### config.mk
export PLATFORM = sky130hd
export DESIGN_NAME = div_seq_nonrestoring_flat
export DESIGN_NICKNAME = d
export VERILOG_FILES = /design/src/rtl/div_seq_nonrestoring_pkg.sv /design/src/rtl/div_seq_nonrestoring_if.sv /design/src/rtl/div_seq_nonrestoring_nr_step.sv /design/src/rtl/div_seq_nonrestoring.sv /design/src/flat_wrapper.sv
export SDC_FILE = /design/constraint.sdc
export NUM_CORES = 1
export LEC_CHECK = 0
export CAP_MARGIN = 5
export CELL_PAD_IN_SITES_DETAIL_PLACEMENT = 2
export CELL_PAD_IN_SITES_GLOBAL_PLACEMENT = 2
export CORE_MARGIN = 3
export CORE_UTILIZATION = 33
export CTS_CLUSTER_SIZE = 10
export DETAILED_ROUTE_END_ITERATION = 12
export MAX_ROUTING_LAYER = met4
export PLACE_DENSITY = 0.8
export SYNTH_ARGS = -nofsm -noshare
export SYNTH_HDL_FRONTEND = slang
export SYNTH_HIERARCHICAL = 1
export SYNTH_SLANG_ARGS = --single-unit
### constraint.sdc
create_clock -name clk -period 4.4 [get_ports clk]
set_clock_uncertainty 0.1 [all_clocks]
set_input_delay 0.66 -clock clk [delete_from_list [all_inputs] [get_ports clk]]
set_output_delay 0.66 -clock clk [all_outputs]
set_load 0.005 [all_outputs]
### src/rtl/div_seq_nonrestoring_pkg.sv
// rtl/div_seq_nonrestoring_pkg.sv - shared state encoding and result patterns for the divider
package div_seq_nonrestoring_pkg;

  localparam int MaxBits = 128;

  typedef enum logic [2:0] {IDLE, PREP, ITER, FIX, DONE} state_t;

  function automatic logic [MaxBits-1:0] ones_pat(input int w);
    logic [MaxBits-1:0] v;
    v = '0;
    for (int i = 0; i < MaxBits; i++)
      if (i < w) v[i] = 1'b1;
    return v;
  endfunction

  function automatic logic [MaxBits-1:0] min_pat(input int w);
    logic [MaxBits-1:0] v;
    v = '0;
    for (int i = 0; i < MaxBits; i++)
      if (i == w - 1) v[i] = 1'b1;
    return v;
  endfunction

endpackage

### src/rtl/div_seq_nonrestoring_if.sv
// rtl/div_seq_nonrestoring_if.sv - request/result handshake bundle of the divider
interface div_seq_nonrestoring_if #(parameter int Bits = 64);

  logic            in_valid;
  logic            in_ready;
  logic [Bits-1:0] a;
  logic [Bits-1:0] b;
  logic            is_signed;
  logic            out_valid;
  logic            out_ready;
  logic [Bits-1:0] quot;
  logic [Bits-1:0] rem;
  logic            div_zero;

  modport master (
    output in_valid, a, b, is_signed, out_ready,
    input  in_ready, out_valid, quot, rem, div_zero
  );

  modport slave (
    input  in_valid, a, b, is_signed, out_ready,
    output in_ready, out_valid, quot, rem, div_zero
  );

endinterface

### src/rtl/div_seq_nonrestoring_nr_step.sv
// rtl/div_seq_nonrestoring_nr_step.sv - one combinational non-restoring shift/add-or-subtract step
module div_nr_step #(
  parameter int Bits = 64
) (
  input  logic [Bits:0]   r_in,
  input  logic [Bits-1:0] q_in,
  input  logic [Bits-1:0] d,
  output logic [Bits:0]   r_out,
  output logic [Bits-1:0] q_out
);

  logic [Bits:0] r_sh;

  // Add/subtract is chosen from the sign before the shift; dropping r_in[Bits]
  // in the shift is safe because the result always fits Bits+1 signed bits.
  always_comb begin
    r_sh  = {r_in[Bits-1:0], q_in[Bits-1]};
    r_out = r_in[Bits] ? (r_sh + {1'b0, d}) : (r_sh - {1'b0, d});
    q_out = {q_in[Bits-2:0], ~r_out[Bits]};
  end

endmodule

### src/rtl/div_seq_nonrestoring.sv
// rtl/div_seq_nonrestoring.sv - iterative radix-2 signed/unsigned non-restoring divider
module div_seq_nonrestoring
  import div_seq_nonrestoring_pkg::*;
#(
  parameter int Bits = 64,
  parameter int CntW = $clog2(Bits + 1)
) (
  input logic                  clk,
  input logic                  reset_n,
  div_seq_nonrestoring_if.slave bus
);

  localparam logic [Bits-1:0] Ones = Bits'(ones_pat(Bits));
  localparam logic [Bits-1:0] MinV = Bits'(min_pat(Bits));

  state_t          state;
  logic [Bits-1:0] a_q, b_q;
  logic            signed_q;
  logic [Bits:0]   r;
  logic [Bits-1:0] q, mb;
  logic [CntW-1:0] cnt;
  logic            sign_q, sign_r;
  logic            in_ready_r, out_valid_r, div_zero_r;
  logic [Bits-1:0] quot_r, rem_r;

  logic            a_neg, b_neg;
  logic [Bits-1:0] mag_a, mag_b, rem_mag;
  logic [Bits:0]   r_nx;
  logic [Bits-1:0] q_nx;

  always_comb begin
    a_neg   = signed_q & a_q[Bits-1];
    b_neg   = signed_q & b_q[Bits-1];
    mag_a   = a_neg ? -a_q : a_q;
    mag_b   = b_neg ? -b_q : b_q;
    rem_mag = r[Bits] ? (r[Bits-1:0] + mb) : r[Bits-1:0];
  end

  div_nr_step #(.Bits(Bits)) u_step (
    .r_in  (r),
    .q_in  (q),
    .d     (mb),
    .r_out (r_nx),
    .q_out (q_nx)
  );

  // Special cases preload Q/R with unsigned final values and still pass through
  // FIX, so every result leaves through one output path.
  always_ff @(posedge clk or negedge reset_n) begin
    if (!reset_n) begin
      state       <= IDLE;
      in_ready_r  <= 1'b1;
      out_valid_r <= 1'b0;
      quot_r      <= '0;
      rem_r       <= '0;
      div_zero_r  <= 1'b0;
      a_q         <= '0;
      b_q         <= '0;
      signed_q    <= 1'b0;
      r           <= '0;
      q           <= '0;
      mb          <= '0;
      cnt         <= '0;
      sign_q      <= 1'b0;
      sign_r      <= 1'b0;
    end else begin
      case (state)
        IDLE: if (bus.in_valid && in_ready_r) begin
          a_q        <= bus.a;
          b_q        <= bus.b;
          signed_q   <= bus.is_signed;
          div_zero_r <= 1'b0;
          in_ready_r <= 1'b0;
          state      <= PREP;
        end
        PREP: begin
          mb  <= mag_b;
          r   <= '0;
          cnt <= CntW'(Bits);
          if (b_q == '0) begin
            q          <= Ones;
            r          <= {1'b0, a_q};
            sign_q     <= 1'b0;
            sign_r     <= 1'b0;
            div_zero_r <= 1'b1;
            state      <= FIX;
          end else if (signed_q && a_q == MinV && b_q == Ones) begin
            q      <= MinV;
            sign_q <= 1'b0;
            sign_r <= 1'b0;
            state  <= FIX;
          end else begin
            q      <= mag_a;
            sign_q <= a_neg ^ b_neg;
            sign_r <= a_neg;
            state  <= ITER;
          end
        end
        ITER: begin
          r   <= r_nx;
          q   <= q_nx;
          cnt <= cnt - 1'b1;
          if (cnt == CntW'(1)) state <= FIX;
        end
        FIX: begin
          quot_r      <= sign_q ? -q : q;
          rem_r       <= sign_r ? -rem_mag : rem_mag;
          out_valid_r <= 1'b1;
          state       <= DONE;
        end
        DONE: if (bus.out_ready) begin
          out_valid_r <= 1'b0;
          in_ready_r  <= 1'b1;
          state       <= IDLE;
        end
        default: state <= IDLE;
      endcase
    end
  end

  assign bus.in_ready  = in_ready_r;
  assign bus.out_valid = out_valid_r;
  assign bus.quot      = quot_r;
  assign bus.rem       = rem_r;
  assign bus.div_zero  = div_zero_r;

endmodule
### src/flat_wrapper.sv
// flat-port wrapper written by rule: the top's interface ports become plain ports
module div_seq_nonrestoring_flat import div_seq_nonrestoring_pkg::*;
#(
  parameter int Bits = 64,
  parameter int CntW = $clog2(Bits + 1)
)
  (clk, reset_n, bus_in_valid, bus_a, bus_b, bus_is_signed, bus_out_ready, bus_in_ready, bus_out_valid, bus_quot, bus_rem, bus_div_zero);
  div_seq_nonrestoring_if #(.Bits(Bits)) bus_i ();
  input logic clk;
  input logic reset_n;
  input wire logic [$bits(bus_i.in_valid)-1:0] bus_in_valid;
  input wire logic [$bits(bus_i.a)-1:0] bus_a;
  input wire logic [$bits(bus_i.b)-1:0] bus_b;
  input wire logic [$bits(bus_i.is_signed)-1:0] bus_is_signed;
  input wire logic [$bits(bus_i.out_ready)-1:0] bus_out_ready;
  output wire logic [$bits(bus_i.in_ready)-1:0] bus_in_ready;
  output wire logic [$bits(bus_i.out_valid)-1:0] bus_out_valid;
  output wire logic [$bits(bus_i.quot)-1:0] bus_quot;
  output wire logic [$bits(bus_i.rem)-1:0] bus_rem;
  output wire logic [$bits(bus_i.div_zero)-1:0] bus_div_zero;
  assign bus_i.in_valid = bus_in_valid;
  assign bus_i.a = bus_a;
  assign bus_i.b = bus_b;
  assign bus_i.is_signed = bus_is_signed;
  assign bus_i.out_ready = bus_out_ready;
  assign bus_in_ready = bus_i.in_ready;
  assign bus_out_valid = bus_i.out_valid;
  assign bus_quot = bus_i.quot;
  assign bus_rem = bus_i.rem;
  assign bus_div_zero = bus_i.div_zero;
  div_seq_nonrestoring #(.Bits(Bits), .CntW(CntW)) u_core (.clk(clk), .reset_n(reset_n), .bus(bus_i));
endmodule
==> results.yml, run 1 <==
routing:
  drc: 0
  drtIter0Drc: 3035
  wl_met1_um: 75920
  wl_um: 207700
  wl_met2_um: 100300
  top_layer: "met4"
  dr_wl_met3_um: 12660
  wl_per_cell_um: 31.57
  drt-pass1-iter-count: 6
  antenna_left: 0
  vias: 40700
  vias_per_cell: 6.187
power_and_ir_drop:
  peakVddDrop_mv: 0.4826
  powerDensity_nw_per_um2: 984.1
  p_leak_nw: 21.07
sta:
  timing.final.hold_violations: 0
  fmax_ghz: 0.1770
  worst_slew_pin_slew_ns: 1.120
  slew_headroom_pct: 25.35
  setup_viol: 86
  finalMaxSlewViolations: 0
  rsz0062_at_grt: "true"
  min_period_over_period_pct: 128.4
  fin_ws_ns: -1.249
  finalSetupTns_ns: -41.77
  period_minus_slack_ns: 5.649
worst_hold_path:
  hp-class: "flip-flop to flip-flop"
placement:
  hpwlAfterDp_um: 138800
  port_buffers: 263
  place_congestion: 1.040
  place_inst: 6337
floorplan:
  die_h_um: 333.0
  die_w_um: 333.0
  die_area_um2: 110900
  ioPinCount: 264
  core.rowCount: 119
  start_util_pct: 33.39
  design.core.area_um2: 105700
global_route:
  grt.overflow.total: 0
  grt_antenna_before_repair: 20
  grt_max_degree: 197
  grt_usage_pct: 33.11
  grt_pass1_vias: 43110
  grt_pass1_wl_um: 275400
final_layout:
  final_nets: 5409
  finalNonFillerCells: 6578
  final_common_cell: "buf_4"
  layout-drive-gt1-share_pct: 27.86
  final_cell_mix: "buf_4 (747), nand2_1 (620), dfrtp_1 (457)"
  syn_to_final_growth_pct: 38.51
  fillers: 11360
clocking:
  cts_buffers: 60
  clkTransAtPathRegs_ns: 0.06
  cts_htree_levels: 2
  cts_tree: "yes"
  clock-sinks: 465
  clock_latency_ns: 0.69
  cts_buffer_depth: 3
  cts_root_buf: "clkbuf_16"
synth:
  synth_cell_types: 121
  syn_inst: 4288
  synthArstFlopShare_pct: 100.0
  seq_area_frac_synth_pct: 32.97
  netlist_area_um2: 35300
  synth-edff-count: 0
  synth_flop_cell: "dfrtp_1"
  syn-num-nets: 4559
  synth.avg_cell_area_um2: 8.231
  synth_warnings: 6
  synth_seq_cells: 465
setup_path:
  worstReg2RegEnd: "u_core/q[0]$_DFFE_PN0P_"
  crit_fanout: 6
  start_kind: "flip-flop"
  startpoint: "u_core/mb[19]$_DFFE_PN0P_"
  crit_type: "flip-flop to flip-flop"
  r2r_cells: 23
  cp.required_ns: 4.81
  worstPathArrival_ns: 6.06
  r2r_start: "u_core/mb[19]$_DFFE_PN0P_"
  rrSetupSlack_ns: -1.25
  endpoint: "u_core/q[0]$_DFFE_PN0P_"
  setup.worst_path.end_class: "flip-flop"
job:
  maxCapViolations: 0
outcome:
  status: "complete, but fails checks"
  violations: "negative setup slack"
-- worst min-delay path by stage --
stage                                          from  cells after the start                         endpoint  slack [ns]
floorplan                                   reset_n                      0        u_core/a_q[0]$_DFFE_PN0P_        0.26
CTS                 u_core/bus.quot[26]$_DFFE_PN0P_                      2  u_core/bus.quot[26]$_DFFE_PN0P_        0.39
finish              u_core/bus.quot[54]$_DFFE_PN0P_                      2  u_core/bus.quot[54]$_DFFE_PN0P_        0.38
global placement     u_core/bus.rem[43]$_DFFE_PN0P_                      2   u_core/bus.rem[43]$_DFFE_PN0P_        0.36
detailed placement   u_core/bus.rem[19]$_DFFE_PN0P_                      2   u_core/bus.rem[19]$_DFFE_PN0P_        0.37
global route         u_core/bus.rem[52]$_DFFE_PN0P_                      2   u_core/bus.rem[52]$_DFFE_PN0P_        0.41
-- sequential cells by signal (all words and copies together) (netlist names) --
register / count
u_core/bus.in_ready: 1
u_core/b_q: 64
u_core/bus.rem: 64
u_core/state: 3
u_core/q: 64
u_core/a_q: 64
u_core/r: 65
u_core/cnt: 7
u_core/mb: 64
u_core/sign_q: 1
u_core/bus.out_valid: 1
u_core/bus.quot: 64
u_core/sign_r: 1
u_core/signed_q: 1
u_core/bus.div_zero: 1
-- area by class of cell --
type                            instances  area, um2  area share (%)
Sequential cell                       465      11650           23.83
Clock inverter                         12      130.1          0.2662
Antenna cell                           15      37.54         0.07678
Clock buffer                           84       1702           3.481
Timing Repair Buffer                 1079       9165           18.75
Inverter                               65      244.0          0.4991
Multi-Input combinational cell       3467      24220           49.54
Tap cell                             1391       1740           3.560
-- routing by layer --
layer,track usage [%],vias to the layer above
met2,55.75,1876
met3,5.752,959
met5,-,-
met4,21.79,0
met1,35.99,20770
li1,-,17090
-- critical path, cell delays in order (launching register included) --
cell and delay (ns):
dfrtp_1 0.41, or4_4 0.55, or4_4 0.46, nor2_4 0.17, nand4_4 0.25, buf_6 0.22, nor4_4 0.17, nor2_1 0.10
xor2_1 0.16, ha_1 0.32, nand2_1 0.16, nor4_4 0.47, buf_4 0.23, buf_4 0.10, buf_4 0.10, nand3_1 0.09
nand3_2 0.15, o21ai_1 0.13, a22oi_2 0.27, a31oi_2 0.15, a211o_1 0.32, xor2_1 0.19, nand2_1 0.10, o31ai_1 0.09
-- logic make-up after synthesis --
logic type / after synthesis / synth area share (%)
buffers and inverters: 356 / 4.598
muxes: 158 / 4.995
and+or+nand+nor: 1590 / 21.21
AOI/OAI and AO/OA: 1196 / 21.74
adders and majority gates: 138 / 4.935
xor gates and xnor gates: 385 / 9.554
DFF: 465 / 32.97
-- where the power goes --
| part | switching, mW | internal [mW] |
|---|---|---|
| Clock | 2.15 | 2.72 |
| Combinational | 20.7 | 14.8 |
| Sequential | 2.08 | 5.58 |
| Total | 25.0 | 23.1 |
-- Yosys cell counts, types with 19 or more instances --
cell	n	area, um2
nor2b_1	25	156.4
o21ai_0	367	1837
xnor2_1	148	1296
a21o_1	42	315.3
nand3_1	59	295.3
xor2_1	237	2076
a211oi_1	19	142.6
o21a_1	21	157.7
mux2_2	142	1599
o31ai_1	98	735.7
buf_4	65	488.0
nand2b_1	36	225.2
buf_2	27	135.1
nor4_1	53	331.6
buf_1	23	86.33
clkbuf_1	174	653.1
a31oi_1	45	281.5
nand4_1	73	456.7
or4_1	21	157.7
o41ai_1	20	175.2
or3_1	56	350.3
and3_1	24	150.1
ha_1	136	1702
dfrtp_1	464	11610
a21oi_1	270	1351
and2_1	20	125.1
o21ai_1	28	140.1
nor3_1	136	680.7
a22oi_1	69	518.0
inv_1	63	236.5
o211ai_1	22	165.2
nor2_1	360	1351
nand2_1	641	2406
o22ai_1	23	143.9
-- stage by stage --
stage          worst slack [ns]  util (%)  power, mW  hold slack, ns  instance area, um2
6_report                 -1.249     46.24      48.11          0.3788               48890
5_1_grt                  -1.224     46.24      49.87          0.4120               48880
4_1_cts                 -0.6788     44.64      43.14          0.3877               47190
3_5_place_dp            -0.8179     41.32      35.62          0.3737               43680
3_3_place_gp            -0.5595     41.32      34.21          0.3616               43680
2_1_floorplan           -0.2117         -      21.80          0.2644               35320
-- what timing repair did --
item	CTS	global route
setup buffers	73	65
gates resized for setup	265	282
hold buffers	1	0
hold endpoints to repair	50	0
endpoints found under the setup margin	68	119
pin swaps	150	124
(Power assumes the default switching activity.)
==> run 2, diff against run 1 <==
Settings changed: CAP_MARGIN 5 to 20, GPL_ROUTABILITY_DRIVEN from default to 0.
==> run 2 against run 1 <==
The flow now stops in global routing; synthesized area stayed put; synthesized cell count stayed put.
==> results.yml, run 2 <==
outcome:
  status: "stopped before the end"
  haltStage: "global routing"
  tool.error: "[ERROR GRT-0232] Routing congestion too high. Check the congestion heatmap in the GUI."
synth:
  synth_cell_types: 121
  synth.avg_cell_area_um2: 8.231
  netlist_area_um2: 35300
  synth_common_cells: "nand2_1 (641), dfrtp_1 (464), o21ai_0 (367), nor2_1 (360), a21oi_1 (270)"
  syn-num-nets: 4559
  seq_area_frac_synth_pct: 32.97
  synth_flop_cell: "dfrtp_1"
  yosys.area.top_type_share_pct: 32.90
  synth_seq_cells: 465
  syn_inst: 4288
  synth-edff-count: 0
  synth.most_common_cell: "nand2_1"
  synthTopCellsByArea: "dfrtp_1 (33%), nand2_1 (6.8%), xor2_1 (5.9%)"
  synth_warnings: 6
  synth_area_leader_cell: "dfrtp_1"
  synthArstFlopShare_pct: 100.0
global_route:
  grt_usage_pct: 78.67
  grt_antenna_before_repair: 87
  grt.overflow.total: 306
  grt_max_degree: 197
sta:
  worst_endpoint: "u_core/r[64]$_DFFE_PN0P_/D"
  worst-ep-kind: "sequential cell input"
floorplan:
  die_h_um: 333.0
  ioPinCount: 264
  start_util_pct: 33.39
  core.rowCount: 119
  die_w_um: 333.0
clocking:
  cts_root_buf: "clkbuf_16"
  cts_buffer_depth: 3
  clock-sinks: 465
  cts_htree_levels: 2
  cts_buffers: 60
placement:
  hpwlAfterDp_um: 141900
  placed_area_um2: 43560
  pre_cts_ws_ns: -0.9034
  port_buffers: 263
run 2: kinds of logic after synthesis:
| kind of cell | count (synthesis) | share of synthesized area, % |
|---|---|---|
| muxes | 158 | 4.995 |
| and+or+nand+nor | 1590 | 21.21 |
| adders and majority gates | 138 | 4.935 |
| xor gates and xnor gates | 385 | 9.554 |
| buffers and inverters | 356 | 4.598 |
| AOI/OAI and AO/OA | 1196 | 21.74 |
| DFF | 465 | 32.97 |
run 2: timing repair:
| action | CTS |
|---|---|
| endpoints found under the hold margin | 49 |
| resized for setup | 442 |
| setup endpoints to repair | 112 |
| hold buffers | 1 |
| pin swaps | 180 |
| setup buffers | 109 |
run 2: through the flow:
stage / instances / TNS (ns)
2_1_floorplan: 4288 / -0.8946
4_1_cts: 6535 / -22.70
3_3_place_gp: 6324 / -7.406
3_5_place_dp: 6324 / -26.36
run 2: per-layer routing:
layer	GRT overflow	global-route usage [%]
met5	-	-
met2	154	91.47
met3	20	66.84
met1	7	75.74
met4	125	78.11
==> run 3, diff against run 2 <==
Settings changed: CELL_PAD_IN_SITES_DETAIL_PLACEMENT 2 to default, CELL_PAD_IN_SITES_GLOBAL_PLACEMENT 2 to default, CORE_UTILIZATION 33 to 40, CTS_CLUSTER_SIZE 10 to default, MAX_ROUTING_LAYER met4 to default, PLACE_DENSITY 0.8 to default, PLACE_DENSITY_LB_ADDON from default to 0.15.
Clock period 4.4 ns to 5.7 ns, I/O delays scaled along.
==> run 3 against run 2 <==
The run now ends clean.
==> results.yml, run 3 (synthesis gave the netlist of run 1 again) <==
sta:
  slew_headroom_pct: 24.63
  whs_ns: 0.1500
  timing.final.hold_violations: 0
  rsz0062_at_grt: "false"
  fin_ws_ns: 0.3243
  period_minus_slack_ns: 5.376
  finalSetupTns_ns: 0
  setup_viol: 0
  finalMaxSlewViolations: 0
  fmax_ghz: 0.1860
  min_period_over_period_pct: 94.31
  worst_slew_pin_slew_ns: 1.131
final_layout:
  fin_area_um2: 40580
  final_common_cell: "nand2_1"
  layout-drive-gt1-share_pct: 8.976
  final_cell_mix: "nand2_1 (640), dfrtp_1 (461), o21ai_0 (367)"
  largest_reg_flops: 65
  final_nets: 4643
  finalNonFillerCells: 5568
  largest-register: "u_core/r"
  syn_to_final_growth_pct: 14.96
clocking:
  cts_buffers: 55
  cts_root_buf: "clkbuf_16"
  holdBufCountCts: 0
  clock-sinks: 465
  clock_latency_ns: 0.63
  clkTransAtPathRegs_ns: 0.06
  ctsResizeCount: 0
  cts_buffer_depth: 3
  cts_post_setup_buffers_inserted: 0
  cts_htree_levels: 2
  cts_tree: "yes"
global_route:
  grt_usage_pct: 25.60
  grt_antenna_before_repair: 3
  grt_pass1_wl_um: 184100
  grt.overflow.total: 0
  grt_max_degree: 131
  grt_pass1_vias: 31130
routing:
  drt-pass1-iter-count: 8
  wl_um: 120400
  drc: 0
  vias: 32430
  antenna_left: 0
  wl_per_cell_um: 21.62
  vias_per_cell: 5.824
  drtIter0Drc: 2801
floorplan:
  ioPinCount: 264
  die_w_um: 303.1
  start_util_pct: 40.50
  core.rowCount: 108
  die_area_um2: 91840
  design.core.area_um2: 87160
  die_h_um: 303.1
power_and_ir_drop:
  peakVddDrop_mv: 0.2817
  powerDensity_nw_per_um2: 628.2
  p_leak_nw: 16.97
job:
  maxCapViolations: 0
setup_path:
  cp.required_ns: 6.06
  crit_type: "flip-flop to flip-flop"
  slowest_delay_ns: 0.58
  worstPathArrival_ns: 5.73
  setup.worst_path.end_class: "flip-flop"
  crit_fanout: 6
  start_kind: "flip-flop"
  crit_buf_inv: 0
  critPathTopFamily: "simple AND/OR/NAND/NOR gates"
  path_cells: "or4_4 -> or4_4 -> nor2_4 -> nand4_4 -> nor3_4 -> a21oi_1 -> xor2_1 -> ha_1 -> nand2_1 -> or4_1 -> nor4_1 -> o21ai_0 -> a22oi_1 -> a31oi_1 -> a211o_1 -> xor2_1 -> nand2_1 -> o31ai_1"
  worst_path_max_delay_cell: "or4_1"
outcome:
  status: "complete, no violations"
worst_hold_path:
  hp-class: "input pin to async pin"
placement:
  port_buffers: 263
  placed_area_um2: 38570
  place_inst: 5470
  pre_cts_ws_ns: 0.3325
  hpwlAfterDp_um: 94710
## run 3: path summary, 6_finish.rpt
| check | from | to | slack [ns] | depth (start not counted) |
|---|---|---|---|---|
| min reg2reg | u_core/bus.rem[48]$_DFFE_PN0P_ | u_core/bus.rem[48]$_DFFE_PN0P_ | 0.37 | 2 |
| min in group clk | u_core/bus.rem[48]$_DFFE_PN0P_ | u_core/bus.rem[48]$_DFFE_PN0P_ | 0.37 | 2 |
| min | reset_n | u_core/bus.rem[53]$_DFFE_PN0P_ | 0.15 | 1 |
| max | u_core/mb[18]$_DFFE_PN0P_ | u_core/q[0]$_DFFE_PN0P_ | 0.32 | 18 |
| max in group asynchronous | reset_n | u_core/r[64]$_DFFE_PN0P_ | 4.10 | 2 |
| max reg2reg | u_core/mb[18]$_DFFE_PN0P_ | u_core/q[0]$_DFFE_PN0P_ | 0.32 | 18 |
## run 3: cell type report
| cell class | count | area, um2 |
|---|---|---|
| antenna | 1 | 2.502 |
| clock buffer | 73 | 1544 |
| clock inverter | 24 | 445.4 |
| fill | 8710 | 46580 |
| inverter | 65 | 244.0 |
| multi-input combinational | 3467 | 22100 |
| sequential | 465 | 11640 |
| tap | 1155 | 1445 |
| timing repair buffer | 318 | 3151 |
## run 3: worst register-to-register path, delay by kind of cell, from the launching register on
kind                       cells  cell delay, ns
DFF                            1            0.45
and+or+nand+nor                9            2.68
AOI/OAI and AO/OA              6            1.27
adders and majority gates      1            0.41
xor gates and xnor gates       2            0.34
## run 3: where the power goes
| group | internal (mW) | switching, mW |
|---|---|---|
| combinational | 6.29 | 9.33 |
| clock | 2.40 | 1.48 |
| sequential | 4.30 | 1.69 |
| total | 13.0 | 12.5 |
## run 3: stage by stage
| stage | util [%] | power, mW |
|---|---|---|
| global route | 46.55 | 27.45 |
| floorplan | - | 16.79 |
| detailed placement | 44.25 | 21.37 |
| finish | 46.55 | 25.49 |
| CTS | 46.53 | 25.39 |
| global placement | 44.25 | 21.31 |
## run 3: per-layer routing
layer  vias up  share of wire, %  track usage (%)
met5         -                 0                0
met4         0               3.8            8.978
met3       196               5.7            3.385
met2       969                47            42.99
met1     15650                43            33.83
li1      15610                 -                -
